### src/rtl/rsa_host_seq.sv
// Host-side sequencer for the RSA accelerator load/readback bus: resets the far side,
// writes the five operand beats, waits for completion and captures the result.
module rsa_host_seq #(
  parameter int WIDTH       = 32,
  parameter int RST_CYC     = 4,
  parameter int SETUP_CYC   = 2,
  parameter int PULSE_CYC   = 4,
  parameter int GAP_CYC     = 4,
  parameter int READ_CYC    = 3,
  parameter int TIMEOUT_CYC = 65535
) (
  input  logic             clk,
  input  logic             rstn,
  input  logic             start,
  input  logic [WIDTH-1:0] base_in,
  input  logic [WIDTH-1:0] exp_in,
  input  logic [WIDTH-1:0] mod_in,
  input  logic             io_end,
  input  logic [WIDTH-1:0] data_in,
  output logic [WIDTH-1:0] data_out,
  output logic             data_oe,
  output logic             rsp_rstn,
  output logic             write,
  output logic             oe,
  output logic             busy,
  output logic             done,
  output logic             timeout,
  output logic [WIDTH-1:0] result
);

  localparam int M1   = (RST_CYC > SETUP_CYC) ? RST_CYC : SETUP_CYC;
  localparam int M2   = (M1 > PULSE_CYC) ? M1 : PULSE_CYC;
  localparam int M3   = (M2 > GAP_CYC) ? M2 : GAP_CYC;
  localparam int M4   = (M3 > READ_CYC) ? M3 : READ_CYC;
  localparam int MAXC = (M4 > TIMEOUT_CYC) ? M4 : TIMEOUT_CYC;
  localparam int CW   = $clog2(MAXC + 1);

  localparam logic [CW-1:0] RST_LAST   = CW'(RST_CYC - 1);
  localparam logic [CW-1:0] SETUP_LAST = CW'(SETUP_CYC - 1);
  localparam logic [CW-1:0] PULSE_LAST = CW'(PULSE_CYC - 1);
  localparam logic [CW-1:0] GAP_LAST   = CW'(GAP_CYC - 1);
  localparam logic [CW-1:0] READ_LAST  = CW'(READ_CYC - 1);
  localparam logic [CW-1:0] TO_LAST    = CW'(TIMEOUT_CYC - 1);
  localparam logic [2:0]    BEAT_LAST  = 3'd4;

  localparam logic [3:0] S_IDLE  = 4'd0;
  localparam logic [3:0] S_ARST  = 4'd1;
  localparam logic [3:0] S_ARCV  = 4'd2;
  localparam logic [3:0] S_SETUP = 4'd3;
  localparam logic [3:0] S_PULSE = 4'd4;
  localparam logic [3:0] S_HOLD  = 4'd5;
  localparam logic [3:0] S_GAP   = 4'd6;
  localparam logic [3:0] S_WAIT  = 4'd7;
  localparam logic [3:0] S_READ  = 4'd8;

  logic [3:0]       state, state_n;
  logic [CW-1:0]    cnt, cnt_n;
  logic [2:0]       beat, beat_n;
  logic [WIDTH-1:0] base_q, exp_q, mod_q;
  logic [WIDTH-1:0] beat_word;
  logic             fire_done, fire_to, drive_n;

  always_comb begin
    state_n   = state;
    cnt_n     = cnt + CW'(1);
    beat_n    = beat;
    fire_done = 1'b0;
    fire_to   = 1'b0;
    case (state)
      S_IDLE: begin
        cnt_n = '0;
        if (start) begin
          state_n = S_ARST;
          beat_n  = 3'd0;
        end
      end
      S_ARST:  if (cnt == RST_LAST)   begin state_n = S_ARCV;  cnt_n = '0; end
      S_ARCV:  if (cnt == RST_LAST)   begin state_n = S_SETUP; cnt_n = '0; end
      S_SETUP: if (cnt == SETUP_LAST) begin state_n = S_PULSE; cnt_n = '0; end
      S_PULSE: if (cnt == PULSE_LAST) begin state_n = S_HOLD;  cnt_n = '0; end
      S_HOLD:  if (cnt == SETUP_LAST) begin state_n = S_GAP;   cnt_n = '0; end
      S_GAP: begin
        if (cnt == GAP_LAST) begin
          cnt_n = '0;
          if (beat == BEAT_LAST) begin
            state_n = S_WAIT;
          end else begin
            state_n = S_SETUP;
            beat_n  = beat + 3'd1;
          end
        end
      end
      S_WAIT: begin
        // Completion takes priority over expiry when both land on the same cycle.
        if (io_end) begin
          state_n = S_READ;
          cnt_n   = '0;
        end else if (cnt == TO_LAST) begin
          state_n = S_IDLE;
          cnt_n   = '0;
          fire_to = 1'b1;
        end
      end
      S_READ: begin
        if (cnt == READ_LAST) begin
          state_n   = S_IDLE;
          cnt_n     = '0;
          fire_done = 1'b1;
        end
      end
      default: begin
        state_n = S_IDLE;
        cnt_n   = '0;
      end
    endcase
  end

  always_comb begin
    case (beat_n)
      3'd1:    beat_word = base_q;
      3'd2:    beat_word = exp_q;
      3'd3:    beat_word = mod_q;
      default: beat_word = '0;
    endcase
    drive_n = (state_n == S_SETUP) || (state_n == S_PULSE) || (state_n == S_HOLD);
  end

  // Outputs are registered from the next state so they line up with the state register.
  always_ff @(posedge clk) begin
    if (!rstn) begin
      state    <= S_IDLE;
      cnt      <= '0;
      beat     <= 3'd0;
      base_q   <= '0;
      exp_q    <= '0;
      mod_q    <= '0;
      data_out <= '0;
      data_oe  <= 1'b0;
      rsp_rstn <= 1'b0;
      write    <= 1'b0;
      oe       <= 1'b0;
      busy     <= 1'b0;
      done     <= 1'b0;
      timeout  <= 1'b0;
      result   <= '0;
    end else begin
      state <= state_n;
      cnt   <= cnt_n;
      beat  <= beat_n;
      if (state == S_IDLE && start) begin
        base_q <= base_in;
        exp_q  <= exp_in;
        mod_q  <= mod_in;
      end
      data_out <= drive_n ? beat_word : '0;
      data_oe  <= drive_n;
      rsp_rstn <= (state_n != S_ARST);
      write    <= (state_n == S_PULSE);
      oe       <= (state_n == S_READ);
      busy     <= (state_n != S_IDLE);
      done     <= fire_done;
      timeout  <= fire_to;
      if (fire_done) result <= data_in;
    end
  end

endmodule

### config.mk
export PLATFORM = sky130hd
export DESIGN_NAME = rsa_host_seq
export DESIGN_NICKNAME = d
export VERILOG_FILES = /design/src/rtl/rsa_host_seq.sv
export SDC_FILE = /design/constraint.sdc
export NUM_CORES = 1
export LEC_CHECK = 0
export ABC_AREA = 1
export CAP_MARGIN = 5
export CORE_UTILIZATION = 34
export CTS_CLUSTER_SIZE = 16
export DETAILED_ROUTE_END_ITERATION = 8
export GPL_TIMING_DRIVEN = 0
export PLACE_DENSITY = 0.71
export SETUP_SLACK_MARGIN = 0.5
export SLEW_MARGIN = 20
export SYNTH_ARGS = -nofsm -noshare
export SYNTH_HDL_FRONTEND = slang
export SYNTH_SLANG_ARGS = --single-unit
### constraint.sdc
create_clock -name clk -period 1.86 [get_ports clk]
set_clock_uncertainty 0.1 [all_clocks]
set_input_delay 0.558 -clock clk [delete_from_list [all_inputs] [get_ports clk]]
set_output_delay 0.558 -clock clk [all_outputs]
set_load 0.03 [all_outputs]
Yosys cells after proc, flatten, opt, wreduce, memory -nomap -nowiden
Index checks and enable logic that the tools add are counted.

storage, ports and cells
  register bits = 190
  output and inout bits = 71
  input port bits = 132
  logic and storage cells = 75

cells by class
  $add $sub $neg = 2
  equality and inequality tests = 21
  bitwise gates (word level) = 2
  reduce and logical (&&, ||, !) cells = 9
  muxes and demuxes = 26

operator list
  cell                   count
  $pmux 32 s3            1
  $mux 16                5
  $pmux 16 s4            1
  $mux 4                 10
  $pmux 4 s9             1
  $eq 16x2->1 const B    2
  $eq 4x3->1 const B     6
  $add 16x1->16 const B  1
  $eq 16x1->1 const B    1
  $eq 16x16->1 const B   1
  $eq 4x2->1 const B     3
  $mux 3                 4
  $eq 4x4->1 const B     2
  $eq 3x2->1 const B     2
  $pmux 3 s2             1
  $eq 4x1->1 const B     1
  $logic_not 4->1        1
  $ne 4x1->1 const B     1
  $reduce_bool 4->1      1
  $reduce_or 4->1        1
  $add 3x1->3 const B    1
  $eq 3x1->1 const B     1
  $eq 3x3->1 const B     1
  $mux 1                 3
  6 further kinds        8

Depth between registers and ports, before layout
Gate-level depths: netlist of run 1.

  depth in word-level cells = 8
  depth in mapped cells = 16
  gate-level depth less buffers = 15

Worst setup path after synthesis of run 1
Ideal clock, no wire load.

  path type = register to register
  start = reg cnt[0]
  end = reg data_out[22]
  period minus slack after synthesis = 1,923 ps
  path slack = -63 ps
  arrival = 1,706 ps
  required time = 1,643 ps
  setup time = 117 ps
  buffers on the path = 2
  cell stages (with the launch flop) = 15
  cell sequence = dfxtp_1 -> ha_1 -> nand2_1 -> nor2_4 -> nand2_4 -> nand2_1 -> nand3_2 -> nand2_4 -> nor2_8 -> buf_6 -> buf_6 -> nand3_1 -> nand2_1 -> nor2_1 -> nor2_1

between the ends
  longest elaborated chain between the ends = 8
  elaborated cells on any way between the ends = 26
  classes of those cells = eq/ne (10); mux (13); reduce/logical (3)

ends and longest elaborated chain
  element                                          RTL line  text
  start, declared                                  57        logic [CW-1:0] cnt, cnt_n;
  start signal, assigned                           148       cnt <= cnt_n;
  $eq 16x16->1                                     98        end else if (cnt == TO_LAST) begin
  $mux 4                                           98
  $mux 4                                           95        if (io_end) begin
  $pmux 4 s9                                       69        case (state)
  $eq 4x2->1 / $eq 4x3->1 (equally long branches)  125       drive_n = (state_n == S_SETUP) || (state_n == S_PULSE) || (state_n == S_HOLD);
  $logic_or 1x1->1 (2 in series)                   125
  $reduce_and 2->1 (no line)                       n/a
  end signal, assigned                             155       data_out <= drive_n ? beat_word : '0;
  end, declared                                    20        output logic [WIDTH-1:0] data_out,

Parallel ways exist; a longest one is shown, timed or not.
A chain may end at the register's enable or synchronous reset.

Final worst setup path of run 1
  start = reg cnt[0]
  end = reg data_out[13]

The elaborated chain is that of the path after synthesis.

==> results of run 1 <==
## worst max-delay path by stage
stage,startpoint,endpoint,slack (ns),cells after the start
finish,cnt[0]$_SDFF_PN0_,data_out[13]$_SDFF_PN0_,-0.32,13
global route,beat[0]$_SDFF_PN0_,data_out[11]$_SDFF_PN0_,-0.43,13
CTS,cnt[0]$_SDFF_PN0_,data_out[18]$_SDFF_PN0_,-0.28,13
detailed placement,start,data_out[30]$_SDFF_PN0_,-1.01,13
global placement,start,data_out[30]$_SDFF_PN0_,-1.01,13
floorplan,start,data_out[20]$_SDFF_PN0_,0.05,13
## state kept, by name, summed over array words and instances, names as in the netlist
register  count
write         1
rsp_rstn      1
done          1
mod_q        32
result       32
beat          3
timeout       1
state         4
oe            1
data_oe       1
exp_q        32
busy          1
base_q       32
data_out     32
cnt          16
## repair_timing
action,CTS,global route
hold endpoints to repair,0,0
setup endpoints to repair,258,260
setup buffers,23,30
resized for setup,903,298
pin swaps,90,97
cloned,16,7
hold buffers,0,0
## cells by family (layout without fill, tap and decap cells)
logic type	Yosys count	in the layout
xor+xnor	4	4
buf+inv	177	485
fa+ha+maj	5	5
flops	190	190
compound gates	206	206
simple gates	492	493
## per-stage QoR
stage	setup slack, ns	util [%]	TNS [ns]
2_1_floorplan	0.04600	-	0
3_3_place_gp	-1.011	46.03	-90.57
3_5_place_dp	-1.012	46.03	-90.08
4_1_cts	-0.2771	56.65	-8.754
5_1_grt	-0.4273	62.76	-16.91
6_report	-0.3208	62.76	-11.89
## tightest hold or removal path, stage by stage (launching register included)
cell and delay [ns]:
dfxtp_2 0.33, inv_1 0.04, a21oi_1 0.05
## layout make-up
class | count | area [um^2] | area share, %
Clock buffer | 17 | 425.4 | 2.985
Buffer | 67 | 804.5 | 5.645
Multi-Input combinational cell | 708 | 5092 | 35.73
Inverter | 110 | 422.9 | 2.967
Timing Repair Buffer | 276 | 3045 | 21.37
Clock inverter | 15 | 161.4 | 1.132
Tap cell | 285 | 356.6 | 2.502
Sequential cell | 190 | 3944 | 27.67
## cells in the mapped netlist, drive strengths merged
master / instances / area, um^2
dfxtp: 190 / 3804
nand2: 186 / 743.2
nor2: 155 / 655.6
nand3: 135 / 703.2
a21oi: 133 / 665.6
inv: 110 / 412.9
o21ai: 69 / 345.3
clkbuf: 48 / 180.2
buf: 19 / 141.4
ha: 5 / 62.56
nor3: 5 / 35.03
nand4: 4 / 25.02
xnor2: 3 / 26.28
a31oi: 2 / 12.51
nand3b: 2 / 15.01
or2: 2 / 12.51
a21boi: 1 / 7.510
and3: 1 / 6.260
nor3b: 1 / 7.510
nor4: 1 / 6.260
o211ai: 1 / 7.510
xor2: 1 / 8.760
## metal layers
metal	track usage [%]	share of wire [%]	vias to the layer above
li1	-	-	4060
met3	5.884	7.9	142
met4	12.64	5.3	0
met2	40.02	50	472
met5	0	0	-
met1	26.51	37	4182
## power groups by stage
stage	sequential (uW)	clock [uW]	combinational [uW]
floorplan	4370	0	380
detailed placement	4380	0	814
global placement	4370	0	804
finish	4340	3730	1470
CTS	4320	3710	1260
global route	4350	3910	1520
==> results by group, run 1 <==
Run status
  • Run status: finished, violations left
  • Failing checks: negative setup slack

Detailed routing
  • Final ANT Viol Nets: 0
  • Drt first-iter violations: 554
  • DRC: 0
  • Vias: between 8,000 and 9,000
  • 1st-pass router iterations: 5
  • Routed wire per std cell: 19.31 um
  • Total wire length: ~32,000 um
  • Post-detailed-route via-to-cell ratio: ~5.3

Layout
  • Final instance area: around 0.014 mm^2
  • # nets final: around 1,500
  • Area grow syn2layout: 80.78%
  • Antenna diodes: 0
  • Non-filler cells, final: 1,668
  • Layout cells sized above 1: a little over 50%
  • Commonest non-fill, non-tap cell in the layout: clkdlybuf4s50_1
  • FILL cells: 1,602
  • Commonest non-fill, non-tap cells in the layout: 129 x clkdlybuf4s50_1, 110 x nand3_1, 98 x dfxtp_1

CTS
  • Clk Tree Root Cell: clkbuf_16
  • Bufs on Longest Clock Path: 2
  • CTS clk-pin slew, worst paths: about 0.08 ns
  • Clk_lat worst skew: 0.44 ns
  • TritonCTS Buffers: 17
  • TritonCTS Sinks: 190
  • TritonCTS clock tree: yes
  • H-tree depth: 4

Critical path
  • Critical path arrival: 2.47 ns
  • Critical Path RT: ~2.2 ns
  • Critical setup path kind: flip-flop to flip-flop
  • CP most frequent cell: inv_2
  • Worst r2r path cells: 13
  • Worst r2r dst: data_out[13]$_SDFF_PN0_
  • CP endpoint kind: flip-flop
  • Critical Path Max Stage Delay: roughly 0.37 ns
  • CP Cell Sequence: inv_2, ha_4, inv_2, nor2_1, nand2_1, o21ai_4, nand2_2, nor3_4, nand3_2, nand2_4, nand2_8, clkbuf_16, nor2_2
  • Worst-path fanout max: 8
  • R2r startpoint: cnt[0]$_SDFF_PN0_
  • CP bufs+invs: 3
  • Crit-path leading delay family: simple AND/OR/NAND/NOR gates
  • Crit path launch type: flip-flop
  • Critical-path top delay cell: dfxtp_4
  • R2r setup slk: -0.32 ns

Power and ir drop
  • Internal power: 6758 uW
  • Power share of the clock group: around 40%
  • Total chip power: 9532 uW
  • Peak supply drop: between 600 and 700 uV
  • Leakage power total: between 0.005 and 0.006 uW
  • Combinational share of power: about 15%
  • Sequential power share: ~46%
  • Sw frac: just under 30%
  • PwrDens: roughly 670 mW/mm^2
  • Sw Pwr: ~2800 uW

Timing
  • RSZ-0062 raised after global routing: true
  • Fin crit period: 2.181 ns
  • Setup violations, final: 71
  • Hold Vio Cnt, Final: 0
  • Worst-Margin Slew: between 0.8 and 0.9 ns
  • Final hold slack: about 0.35 ns
  • Peak Freq: around 0.46 GHz
  • Final WS setup: -0.3208 ns
  • Slew headroom: 44.05%
  • Final Cycle Share: 117.2%
  • Slew Limit Fails: 0

Synthesis
  • Main combinational cell family by area after synthesis: simple AND/OR/NAND/NOR gates
  • Syn Nets: around 1,200
  • Synth Area in XOR/XNOR: less than 1%
  • Post-Syn Area: 0.007884 mm^2
  • Yosys Warn Count: 0
  • Synth unique cells: 35
  • Multiplexer share of the synthesized area: 0%
  • Post-Synth Adder-Cell Area: 0.7935%
  • Compound-Gate Fraction of Synth Area: 13.17%
  • Synth Area in Simple Gates: approximately 28%
  • Synthesized instance count: 1,074
  • Synthesis-stage register bit count: 190
  • Syn Area/Cell: 7.341 um^2
  • Sequential-to-total area share from yosys stat: around 48%

GRT
  • Largest net degree at the start of global routing: 21
  • Initial antenna violation count: 0
  • Global route total overflow: 0
  • First-pass GRT wire length: 42,860 um
  • GRT Util Overall: 23.28%
  • Number of global-route vias before repair: around 8,000

Die
  • Ports: a little over 200
  • Die area: about 0.024 mm^2
  • Area of the core: about 0.023 mm^2
  • Cell Rows: 55
  • Die W: between 150 and 200 um
  • Die height: 154.3 um
  • Starting density of the core: a little over a third

Placed design
  • DP HPWL: around 18,000 um
  • I/O Buffers: around 200
  • RePlAce Congestion: 0.8511
  • Placed cell count: 1,560
  • Post-place instance area: ~0.010 mm^2

Hold path
  • Worst Hold Class: flip-flop to flip-flop
  • Min-delay src: result[15]$_SDFFE_PN0P_
  • End of the worst hold path: result[15]$_SDFFE_PN0P_
  • Worst Hold Path Cells: 2

Flow run
  • Total of max-cap violations: 0
No activity file was read; power rests on OpenSTA's default activity.
==> run 2, diff against run 1 <==
- CORE_MARGIN: unset -> 2
==> run 2 against run 1 <==
- the run still ends with negative setup slack left
- cell area down 11%
- sequential share of layout area up 3.3 points
- routed wire length shrank 17%
- largest power group unchanged
==> results by group, run 2 (synthesis results as in run 1) <==
CTS
  • TritonCTS Buffers: 17
  • Hold_buf cts: 0
  • Clk Tree Root Cell: clkbuf_16
  • TritonCTS Sinks: 190
  • Clk_lat worst skew: 0.44 ns
  • Bufs on Longest Clock Path: 2
  • TritonCTS clock tree: yes
  • CTS clk-pin slew, worst paths: roughly 0.080 ns
  • H-tree depth: 4

Detailed routing
  • Drt first-iter violations: 590
  • 1st-pass router iterations: 5
  • Uppermost routed layer: met4
  • Routed wire per std cell: roughly 16 um
  • Total wire length: ~27,000 um
  • DRC: 0
  • M1 WL: 10,690 um
  • Routed wl met3: between 1500 and 2000 um
  • Post-detailed-route via-to-cell ratio: around 5.0
  • DR WL met2: around 14,000 um
  • Vias: 8,203
  • Final ANT Viol Nets: 0

Power and ir drop
  • PwrDens: around 720 mW/mm^2
  • Sw frac: between 20% and 30%
  • Internal power: just under 7000 uW
  • Sequential power share: a little under half
  • Total chip power: between 9000 and 10,000 uW
  • Sw Pwr: ~2400 uW
  • Combinational share of power: 11.1%
  • Leakage power total: about 0.0052 uW
  • Peak supply drop: 708.6 uV
  • Power share of the clock group: between 40% and 50%

Die
  • Die W: 156.3 um
  • Die area: approximately 0.024 mm^2
  • Cell Rows: 55
  • Ports: between 200 and 250
  • Starting density of the core: 34.72%
  • Area of the core: 0.02271 mm^2
  • Die height: around 160 um

Placed design
  • I/O Buffers: 201
  • Post-place instance area: between 0.01 and 0.015 mm^2
  • RePlAce Congestion: roughly 0.84
  • Placed cell count: between 1,500 and 2,000
  • Dpl ws: -1.004 ns
  • DP HPWL: 17,910 um

Timing
  • Slew Limit Fails: 0
  • Peak Freq: about 0.47 GHz
  • Final Cycle Share: 113.8%
  • Hold Vio Cnt, Final: 0
  • Slew headroom: roughly three fifths
  • RSZ-0062 raised after global routing: true
  • Setup violations, final: 33
  • Final WS setup: -0.2575 ns
  • Fin crit period: about 2.1 ns
  • Worst-Margin Slew: just under 0.6 ns

Critical path
  • Critical-path top delay cell: dfxtp_4
  • Worst-path fanout max: 8
  • CP bufs+invs: 3
  • Critical Path Max Stage Delay: roughly 0.37 ns
  • Critical Path RT: 2.13 ns
  • Critical path arrival: about 2.4 ns
  • CP endpoint kind: flip-flop
  • CP Cell Sequence: ha_1, inv_1, nand2_1, a21boi_2, nand3_2, nand3_2, nand2_4, nor2_8, buf_4, nand2_8, buf_4, nor2_1, nor2_1, nor2_2
  • Crit-path leading delay family: simple AND/OR/NAND/NOR gates
  • Critical setup path kind: flip-flop to flip-flop
  • Crit path launch type: flip-flop

Layout
  • Commonest non-fill, non-tap cell in the layout: nand2_1
  • Layout cells sized above 1: between 30% and 40%
  • Final instance area: between 0.01 and 0.015 mm^2
  • Final Util: a little under three fifths
  • Area grow syn2layout: 60.96%
  • # nets final: about 1,500
  • Commonest non-fill, non-tap cells in the layout: 133 x nand2_1, 129 x clkdlybuf4s50_1, 119 x nand3_1
  • Non-filler cells, final: between 1,500 and 2,000

Run status
  • Run status: finished, violations left
  • Failing checks: negative setup slack

GRT
  • Initial antenna violation count: 1
  • First-pass GRT wire length: 38,320 um
  • Number of global-route vias before repair: around 7,600
  • Global route total overflow: 0
  • Largest net degree at the start of global routing: 20
  • GRT Util Overall: roughly 20%

Hold path
  • Worst Hold Class: flip-flop to flip-flop

Flow run
  • Total of max-cap violations: 0
[run 2: power by group through the flow]
stage / Combinational [uW] / Clock, uW / Sequential, uW
floorplan: 380 / 0 / 4370
global placement: 804 / 0 / 4370
detailed placement: 815 / 0 / 4380
CTS: 968 / 3910 / 4300
global route: 1090 / 4080 / 4310
finish: 1010 / 3860 / 4300
[run 2: layout make-up]
class	count	area, um^2
multi-input cells	707	3988
inverters	110	417.9
clock buffers	17	425.4
fillers	1989	10020
repair buffers	252	2641
diodes	1	2.502
flip-flops and latches	190	3926
well taps	285	356.6
clock inverters	15	200.2
plain buffers	67	732.0
[run 2: metal layers]
metal | vias to the layer above | GRT usage [%]
li1 | 3992 | -
met1 | 3836 | 24.35
met2 | 327 | 35.77
met3 | 48 | 4.265
met4 | 0 | 5.374
met5 | - | 0
[run 2: path summary, 6_finish.rpt]
kind | end | slack [ns] | startpoint | depth (start not counted)
setup / recovery | data_out[7]$_SDFF_PN0_ | -0.26 | beat[1]$_SDFF_PN0_ | 14
hold reg to reg | cnt[15]$_SDFF_PN0_ | 0.35 | cnt[15]$_SDFF_PN0_ | 1
setup reg to reg | data_out[7]$_SDFF_PN0_ | -0.26 | beat[1]$_SDFF_PN0_ | 14
hold / removal | cnt[15]$_SDFF_PN0_ | 0.35 | cnt[15]$_SDFF_PN0_ | 1
[run 2: what timing repair did]
item                                    4_1_cts  5_1_grt
buffers inserted                             27       13
gates resized for setup                     724      136
endpoints found under the setup margin      258      260
gates cloned                                  4        7
pin swaps                                    44       46
[run 2: stage by stage]
| stage | setup TNS (ns) | hold WS (ns) |
|---|---|---|
| after detailed placement | -89.89 | 0.3362 |
| final | -7.097 | 0.3477 |
| after CTS | -7.382 | 0.3543 |
| after floorplan | 0 | 0.3296 |
| after global routing | -12.44 | 0.3674 |
| after global placement | -91.38 | 0.3316 |
==> run 3, diff against run 2 <==
- SLEW_MARGIN: 20 -> 25
- TNS_END_PERCENT: unset -> 1
==> run 3 against run 2 <==
- the flow still finishes with violations (negative setup slack)
- first-iteration DRC count is 26% higher
- die area stayed put
- non-clock buffer count is 23 lower
- combinational power hardly changed
- maximum frequency is 0.58% lower
- hold slack better by 0.0036 ns
- cell count is 1.4% lower
- critical endpoint is now data_out[3]$_SDFF_PN0_
- largest power group unchanged
==> results by group, run 3 (synthesis results as in run 1) <==
Timing
  • Setup TNS: -6.465 ns
  • Slew Limit Fails: 0
  • Peak Freq: 0.4695 GHz
  • Fin crit period: ~2.1 ns
  • Final Cycle Share: 114.5%
  • Worst-Margin Slew: roughly 0.68 ns
  • Hold Vio Cnt, Final: 0
  • RSZ-0062 raised after global routing: true
  • Final WS setup: -0.2698 ns
  • Slew headroom: a little over half
  • Setup violations, final: 36

Critical path
  • CP endpoint kind: flip-flop
  • CP bufs+invs: 3
  • CP Cell Sequence: inv_1, ha_2, nand2_2, a21boi_2, nand3_1, nand3_2, nand2_4, nor2_8, buf_12, buf_6, nand3_1, nand2_1, nor2_2, nor2_1
  • Worst r2r path cells: 14
  • Worst-path fanout max: 10
  • Critical Path RT: roughly 2.1 ns
  • Critical setup path kind: flip-flop to flip-flop
  • Crit path launch type: flip-flop
  • Crit. Startpoint: beat[0]$_SDFF_PN0_
  • CP most frequent cell: nand3_1
  • Critical-path top delay cell: dfxtp_2
  • R2r setup slk: -0.27 ns
  • Worst r2r dst: data_out[3]$_SDFF_PN0_
  • Crit-path leading delay family: simple AND/OR/NAND/NOR gates
  • Critical Path Max Stage Delay: 0.33 ns
  • Critical path arrival: 2.40 ns
  • R2r startpoint: beat[0]$_SDFF_PN0_

Die
  • Die W: 156.3 um
  • Cell Rows: 55
  • Starting density of the core: roughly a third
  • Die area: roughly 0.024 mm^2
  • Area of the core: between 0.02 and 0.025 mm^2
  • Die height: between 150 and 200 um
  • Ports: a little over 200

Detailed routing
  • DRC: 0
  • Routed wire per std cell: roughly 16 um
  • Post-detailed-route via-to-cell ratio: between 4 and 5
  • Drt first-iter violations: roughly 740
  • 1st-pass router iterations: 5
  • Total wire length: about 26,000 um
  • Vias: a little over 8,000
  • Final ANT Viol Nets: 0

Layout
  • Layout cells sized above 1: 28.01%
  • Area grow syn2layout: 54.09%
  • # nets final: about 1,500
  • Multi-input gate area: 0.003789 mm^2
  • Commonest non-fill, non-tap cell in the layout: nand2_1
  • Sequential cell area: 0.003881 mm^2
  • Commonest non-fill, non-tap cells in the layout: 142 x nand2_1, 136 x dfxtp_1, 129 x clkdlybuf4s50_1
  • FILL cells: 2,050

Power and ir drop
  • Peak supply drop: ~690 uV
  • PwrDens: about 740 mW/mm^2
  • Leakage power total: between 0.004 and 0.005 uW

GRT
  • First-pass GRT wire length: ~40,000 um
  • Met3 Usage GRT: just under 7%
  • GRT Util Overall: between 20 and 25%
  • Largest net degree at the start of global routing: 19
  • Global route total overflow: 0
  • Number of global-route vias before repair: about 7,700
  • Most Crowded Layer GR: met2
  • Met1 Track Usage GR: a little over a quarter
  • Initial antenna violation count: 2
  • M2 GR Usage: between 30% and 40%

CTS
  • TritonCTS Sinks: 190
  • Clk_lat worst skew: 0.43 ns
  • H-tree depth: 4
  • TritonCTS clock tree: yes
  • Bufs on Longest Clock Path: 2
  • Hold_buf cts: 0
  • CTS clk-pin slew, worst paths: approximately 0.070 ns
  • TritonCTS Buffers: 17
  • Clk Tree Root Cell: clkbuf_16

Placed design
  • I/O Buffers: 201
  • DP HPWL: ~18,000 um
  • RePlAce Congestion: approximately 0.90
  • Dpl ws: -0.9310 ns

Hold path
  • Worst Hold Class: flip-flop to flip-flop
  • End of the worst hold path: result[29]$_SDFFE_PN0P_
  • Min-delay src: result[29]$_SDFFE_PN0P_
  • Worst Hold Path Cells: 2

Run status
  • Run status: finished, violations left
  • Failing checks: negative setup slack

Flow run
  • Total of max-cap violations: 0
[run 3: power by group]
group | leakage, uW | switching, uW | total [uW] | internal (uW)
combinational | 0.00305 | 474 | 983 | 509
sequential | 0.00158 | 81.8 | 4300 | 4210
clock | 0.000289 | 1730 | 3710 | 1980
total | 0.00491 | 2290 | 8990 | 6700
[run 3: how the worst max path moves through the flow]
| stage | to | slack, ns | depth (start not counted) |
|---|---|---|---|
| after floorplan | data_out[10]$_SDFF_PN0_ | 0.04 | 13 |
| after global placement | data_out[9]$_SDFF_PN0_ | -0.93 | 12 |
| after detailed placement | data_out[9]$_SDFF_PN0_ | -0.93 | 12 |
| after CTS | data_out[16]$_SDFF_PN0_ | -0.24 | 13 |
| after global routing | data_out[3]$_SDFF_PN0_ | -0.42 | 14 |
| final | data_out[3]$_SDFF_PN0_ | -0.27 | 14 |
[run 3: layer usage]
metal / vias to the layer above / routed length, um
met5: - / 0
met4: 0 / 570
met3: 35 / 2825
li1: 3969 / -
met1: 3719 / 10460
met2: 374 / 12050
[run 3: metrics by stage]
step	cells	hold slack, ns	total power (uW)	instance area [um^2]	util (%)
4_1_cts	1611	0.3510	8966	11700	51.52
2_1_floorplan	1074	0.3300	4725	7921	-
6_report	1621	0.3513	8986	12150	53.49
3_3_place_gp	1560	0.3307	5154	10290	45.31
5_1_grt	1621	0.3687	9317	12150	53.49
3_5_place_dp	1560	0.3364	5168	10290	45.31
[run 3: final cells by class]
| type | count | area share (%) |
|---|---|---|
| diodes | 1 | 0.02060 |
| flip-flops and latches | 190 | 31.95 |
| repair buffers | 229 | 19.68 |
| plain buffers | 67 | 5.819 |
| multi-input cells | 707 | 31.19 |
| clock inverters | 13 | 1.215 |
| clock buffers | 19 | 3.728 |
| well taps | 285 | 2.935 |
| inverters | 110 | 3.461 |
[run 3: worst register-to-register path, stage by stage (launching register included)]
cell      delay (ns)
dfxtp_2         0.33
inv_1           0.07
ha_2            0.19
nand2_2         0.09
a21boi_2        0.16
nand3_1         0.09
nand3_2         0.12
nand2_4         0.07
nor2_8          0.19
buf_12          0.15
buf_6           0.14
nand3_1         0.10
nand2_1         0.12
nor2_2          0.06
nor2_1          0.08
[run 3: repair_timing]
item	CTS	global route
gates cloned	0	6
buffers inserted	19	3
hold endpoints to repair	0	0
resized for setup	695	121
pin swaps	31	18
setup endpoints to repair	259	261
